**src/rtl/muldiv_pkg.sv**
```systemverilog
// muldiv_pkg: shared width, op encoding and state definitions for the HI/LO multiply/divide unit
package muldiv_pkg;
  localparam int XLEN = 32;
  localparam int CW = $clog2(XLEN);
  typedef enum logic [1:0] {OP_MULT, OP_MULTU, OP_DIV, OP_DIVU} op_t;
  typedef enum logic [1:0] {S_IDLE, S_PREP, S_RUN, S_FIX} state_t;
endpackage

```
**src/rtl/muldiv_step.sv**
```systemverilog
// muldiv_step: one shift-add multiply or restoring-divide iteration on the {hi,lo} accumulator
// divide path present only when MULDIV_DIV_EN is defined
module muldiv_step
  import muldiv_pkg::*;
(
  input  logic [2*XLEN-1:0] acc,
  input  logic [XLEN-1:0]   opnd,
`ifdef MULDIV_DIV_EN
  input  logic              is_div,
`endif
  output logic [2*XLEN-1:0] nxt
);
  logic [XLEN:0] sum;
  logic [2*XLEN-1:0] mul_n;
  assign sum = {1'b0, acc[2*XLEN-1:XLEN]} + (acc[0] ? {1'b0, opnd} : '0);
  assign mul_n = {sum, acc[XLEN-1:1]};
`ifdef MULDIV_DIV_EN
  logic [XLEN:0] diff;
  logic [2*XLEN-1:0] div_n;
  // remainder shifted left needs XLEN+1 bits before the trial subtract
  assign diff = acc[2*XLEN-1:XLEN-1] - {1'b0, opnd};
  assign div_n = diff[XLEN] ? {acc[2*XLEN-2:0], 1'b0} : {diff[XLEN-1:0], acc[XLEN-2:0], 1'b1};
  assign nxt = is_div ? div_n : mul_n;
`else
  assign nxt = mul_n;
`endif
endmodule

```
**src/rtl/muldiv_unit.sv**
```systemverilog
// muldiv_unit: iterative MULT/MULTU/DIV/DIVU sequencer owning HI/LO; DIV/DIVU need MULDIV_DIV_EN
module muldiv_unit
  import muldiv_pkg::*;
(
  input  logic            clk,
  input  logic            reset,
  input  logic            start,
  input  logic [1:0]      op,
  input  logic [XLEN-1:0] srca,
  input  logic [XLEN-1:0] srcb,
  input  logic            rd_hilo,
  input  logic            sel_hi,
  output logic [XLEN-1:0] hilo_out,
  output logic            busy,
  output logic            stall,
  output logic            done,
  output logic            divzero
);
  state_t state, nxt;
  logic [CW-1:0] cnt;
  logic [2*XLEN-1:0] acc, acc_n, res;
  logic [XLEN-1:0] a, b, opnd, hi, lo, ua, ub;
  logic sgn, neg, sa, sb, accept;
  assign sa = sgn & a[XLEN-1];
  assign sb = sgn & b[XLEN-1];
  assign ua = sa ? -a : a;
  assign ub = sb ? -b : b;
`ifdef MULDIV_DIV_EN
  logic dv, negr, divz;
  assign accept = start & (state == S_IDLE);
  assign res = !dv ? (neg ? -acc : acc) :
               divz ? {a, {XLEN{1'b1}}} :
               {negr ? -acc[2*XLEN-1:XLEN] : acc[2*XLEN-1:XLEN], neg ? -acc[XLEN-1:0] : acc[XLEN-1:0]};
  assign divzero = done & dv & divz;
  muldiv_step u_step (.acc(acc), .opnd(opnd), .is_div(dv), .nxt(acc_n));
`else
  assign accept = start & (state == S_IDLE) & ~op[1];
  assign res = neg ? -acc : acc;
  assign divzero = 1'b0;
  muldiv_step u_step (.acc(acc), .opnd(opnd), .nxt(acc_n));
`endif
  assign busy = state != S_IDLE;
  assign stall = (start | rd_hilo) & busy;
  assign done = state == S_FIX;
  assign hilo_out = sel_hi ? hi : lo;
  always_comb begin
    nxt = state == S_IDLE ? (accept ? S_PREP : S_IDLE) :
          state == S_PREP ? S_RUN :
          state == S_RUN  ? (cnt == '0 ? S_FIX : S_RUN) : S_IDLE;
  end
  always_ff @(posedge clk) begin
    if (reset) begin
      state <= S_IDLE;
      hi <= '0;
      lo <= '0;
    end else begin
      state <= nxt;
      if (accept) begin
        a <= srca;
        b <= srcb;
        sgn <= ~op[0];
`ifdef MULDIV_DIV_EN
        dv <= op[1];
`endif
      end
      if (state == S_PREP) begin
        cnt <= CW'(XLEN - 1);
        neg <= sa ^ sb;
`ifdef MULDIV_DIV_EN
        negr <= sa;
        divz <= b == '0;
        acc <= {{XLEN{1'b0}}, dv ? ua : ub};
        opnd <= dv ? ub : ua;
`else
        acc <= {{XLEN{1'b0}}, ub};
        opnd <= ua;
`endif
      end
      if (state == S_RUN) begin
        acc <= acc_n;
        cnt <= cnt - 1'b1;
      end
      if (state == S_FIX) {hi, lo} <= res;
    end
  end
endmodule

```
**config.mk**
```make
export PLATFORM = sky130hd
export DESIGN_NAME = muldiv_unit
export DESIGN_NICKNAME = d
export VERILOG_FILES = /design/src/rtl/muldiv_pkg.sv /design/src/rtl/muldiv_step.sv /design/src/rtl/muldiv_unit.sv
export SDC_FILE = /design/constraint.sdc
export NUM_CORES = 1
export LEC_CHECK = 0
export BUFFER_PORTS_ARGS = -buffer_cell sky130_fd_sc_hd__buf_4
export CAP_MARGIN = 20
export CORE_AREA = 2 2 168 211
export CTS_CLUSTER_SIZE = 30
export DETAILED_ROUTE_END_ITERATION = 10
export DIE_AREA = 0 0 170 213
export GPL_TIMING_DRIVEN = 0
export PLACE_DENSITY_LB_ADDON = 0.25
export SKIP_LAST_GASP = 1
export SLEW_MARGIN = 20
export SYNTH_ARGS = -nofsm -noshare
export SYNTH_HDL_FRONTEND = slang
export SYNTH_HIERARCHICAL = 1
export SYNTH_SLANG_ARGS = --single-unit
```
**constraint.sdc**
```tcl
create_clock -name clk -period 11.1 [get_ports clk]
set_clock_uncertainty 0.2 [all_clocks]
set_input_delay 2.22 -clock clk [delete_from_list [all_inputs] [get_ports clk]]
set_output_delay 2.22 -clock clk [all_outputs]
set_load 0.005 [all_outputs]
```
==> results.yml <==
place:
  place_hpwl_um: 26900
  place.gp.congestion: 0.906
  port-buffer-count: 104
  place_area_mm2: 0.0150
grt:
  gr-total-overflow: 0
  grt.total_usage_pct: 19.2
  grt_max_degree: 30
  grt_pass1_vias: 10200
  antenna_found_initial: 0
  grt_pass1_wl_um: 54800
critical_path:
  critPathLaunchType: "primary input"
  slowest_stage: "buf_1"
  worstSetupPathType: "primary input to output port"
  crit_family: "buffers and inverters"
  worstSetupEndpointType: "output port"
  cp_num_buf_inv: 3
  path_cells: "clkbuf_1 -> buf_1 -> mux2_2 -> buf_4"
  critical-path-max-stage-delay_ns: 0.54
  crit_arrival_ns: 3.65
  required_ns: 8.68
  cp_max_fo: 10
clock_network:
  cts_buffers: 26
  clk_latency_ns: 0.55
  cts_root_buf: "clkbuf_16"
  post_cts_hold_buffer_count: 0
  cts_tree: "built"
  cts.sinks: 233
  postCtsSetupBuffers: 0
  clk_path_buf_depth: 3
  clkTransAtPathRegs_ns: 0.06
  htree_levels: 1
  cts_resized: 0
die:
  die_x_um: 170
  rows: 76
  top_level_ports: 107
  die_y_um: 213
  dieArea_mm2: 0.0362
  start_util_pct: 39.5
  core-area_mm2: 0.0342
timing:
  fin_crit_sh_pct: 54.7
  setup_violations: 0
  final_max_slew_viol_count: 0
  hold_violations: 0
  holdWs_ns: 0.249
  fmax_mhz: 165
  rsz0062_at_grt: "no"
  worst_pin_slew_ns: 0.919
  tns_ns: 0
  maxSlewHeadroom_pct: 38.8
  final.min_clock_period_ns: 6.07
route:
  dr.pass1.iters: 5
  drc: 0
  drt_iter0_drc: 573
  vias_per_cell: 5.39
  routed_wl_um: 34300
  wl_per_cell_um: 18.0
  vias: 10300
  antenna_left: 0
final_layout:
  fin_util_pct: 46.1
  diodes: 0
  design_area_mm2: 0.0158
  drive_above_1_share_pct: 18.4
  syn_to_final_growth_pct: 16.8
  multi_input_area_mm2: 0.00660
  finalNetCount: 1569
  register_area_mm2: 0.00634
  fillers: 3283
power:
  power_switching_uw: 422
  p_leak_nw: 5.73
  p_int_mw: 1.45
  report.power.total_mw: 1.87
  seq_power_share_pct: 51.2
  peakVddDrop_mv: 0.121
  clock_power_share_pct: 42.5
  switching_share_pct: 22.5
  p_comb_share_pct: 6.2
  p_per_area_mw_per_mm2: 119
yosys:
  synthCells: 1314
  syn_avg_cell_area_um2: 10.3
  yosys_warnings: 6
  synth_nets: 1427
  synth-edff-count: 167
  seq_area_frac_synth_pct: 46.9
  synth_ff_type: "edfxtp_1"
  ys_ff_latch: 233
  netlist_area_mm2: 0.0135
  asyncSetResetFlopFracSynth_pct: 0
  synthDistinctLibCells: 75
hold_path:
  hold_class: "register to register"
outcome:
  status: "finished, final reports clean"
job:
  maxCapViolations: 0
sequential cells by signal, summed over array words and instances (netlist names):
signal  count
cnt         5
a          32
state       2
sgn         1
hi         32
neg         1
lo         32
acc        64
b          32
opnd       32
layout by cell type, fill, tap and decap left out, drive strengths merged, types with 15 or more instances in the layout:
master | netlist | final
o21ai | 103 | 103
and3 | 15 | 15
or3 | 19 | 19
nor2 | 92 | 92
or4 | 22 | 22
ha | 41 | 41
o41ai | 16 | 16
a211oi | 33 | 33
buf | 45 | 159
nor4 | 17 | 17
a21oi | 56 | 56
xor2 | 85 | 85
a21o | 16 | 16
o31ai | 37 | 37
xnor2 | 48 | 48
dfxtp | 66 | 66
nor3 | 18 | 18
mux2 | 40 | 40
clkbuf | 53 | 82
inv | 24 | 24
edfxtp | 167 | 167
nand2 | 102 | 102
and2 | 72 | 72
path summary, 6_finish.rpt:
kind | slack, ns | from | to | cells past startpoint
hold / removal | 0.25 | lo[23] | lo[23] | 2
setup reg to reg | 6.96 | acc[0] | acc[58] | 10
setup / recovery | 5.03 | sel_hi | hilo_out[11] | 4
hold reg to reg | 0.25 | lo[23] | lo[23] | 2
power by group through the flow:
stage	sequential, mW	clock, mW	combinational [mW]
after floorplan	0.976	0	0.0707
after global placement	0.981	0	0.111
after detailed placement	0.979	0	0.117
after CTS	0.960	0.818	0.117
after global routing	0.962	0.852	0.129
final	0.960	0.797	0.117
routing by layer:
| metal | GRT usage, % | up-vias | part of all wire, % |
|---|---|---|---|
| met2 | 33.4 | 233 | 48 |
| met5 | 0 | - | 0 |
| met1 | 24.9 | 4875 | 45 |
| met3 | 2.02 | 57 | 4.2 |
| li1 | - | 5105 | - |
| met4 | 6.84 | 0 | 2.8 |
cell families after synthesis:
| logic type | after synthesis | synth area share (%) |
|---|---|---|
| muxes | 52 | 4.22 |
| buffers and inverters | 122 | 4.44 |
| xor gates and xnor gates | 133 | 8.62 |
| and+or+nand+nor | 420 | 16.6 |
| other | 1 | 0.0278 |
| AOI/OAI and AO/OA | 311 | 15.3 |
| DFF | 233 | 46.9 |
| adders and majority gates | 42 | 3.94 |
tightest hold or removal path, delay by kind of cell, from the launching register on:
| kind | cells | cell delay, ns |
|---|---|---|
| flops | 1 | 0.31 |
| simple gates | 1 | 0.05 |
| compound gates | 1 | 0.05 |
synth_stat cells (15+ instances only):
cell	count	area, µm²
a211oi_1	32	240
a21o_1	15	113
a21oi_1	56	280
and2_1	72	450
and3_1	15	93.8
buf_4	32	240
clkbuf_1	53	199
dfxtp_1	66	1320
edfxtp_1	167	5010
ha_1	41	513
inv_1	24	90.1
mux2_2	40	450
nand2_1	102	383
nor2_1	92	345
nor3_1	18	90.1
o21ai_0	54	270
o21ai_1	49	245
o31ai_1	33	248
or3_1	17	106
or4_1	16	120
xnor2_1	48	420
xor2_1	85	744
final cells by class:
cell class	count	area share (%)
Tap cell	429	3.40
Multi-Input combinational cell	959	41.8
Sequential cell	233	40.2
Clock buffer	29	4.19
Clock inverter	19	0.817
Timing Repair Buffer	114	5.84
Inverter	24	0.571
Buffer	98	3.24
through the flow:
stage	setup WS (ns)	cells
after detailed placement	5.04	1857
final	5.03	1905
after floorplan	3.37	1314
after global routing	4.97	1905
after global placement	1.45	1847
after CTS	5.04	1905
Note: power is estimated with default switching activity, not from simulation.
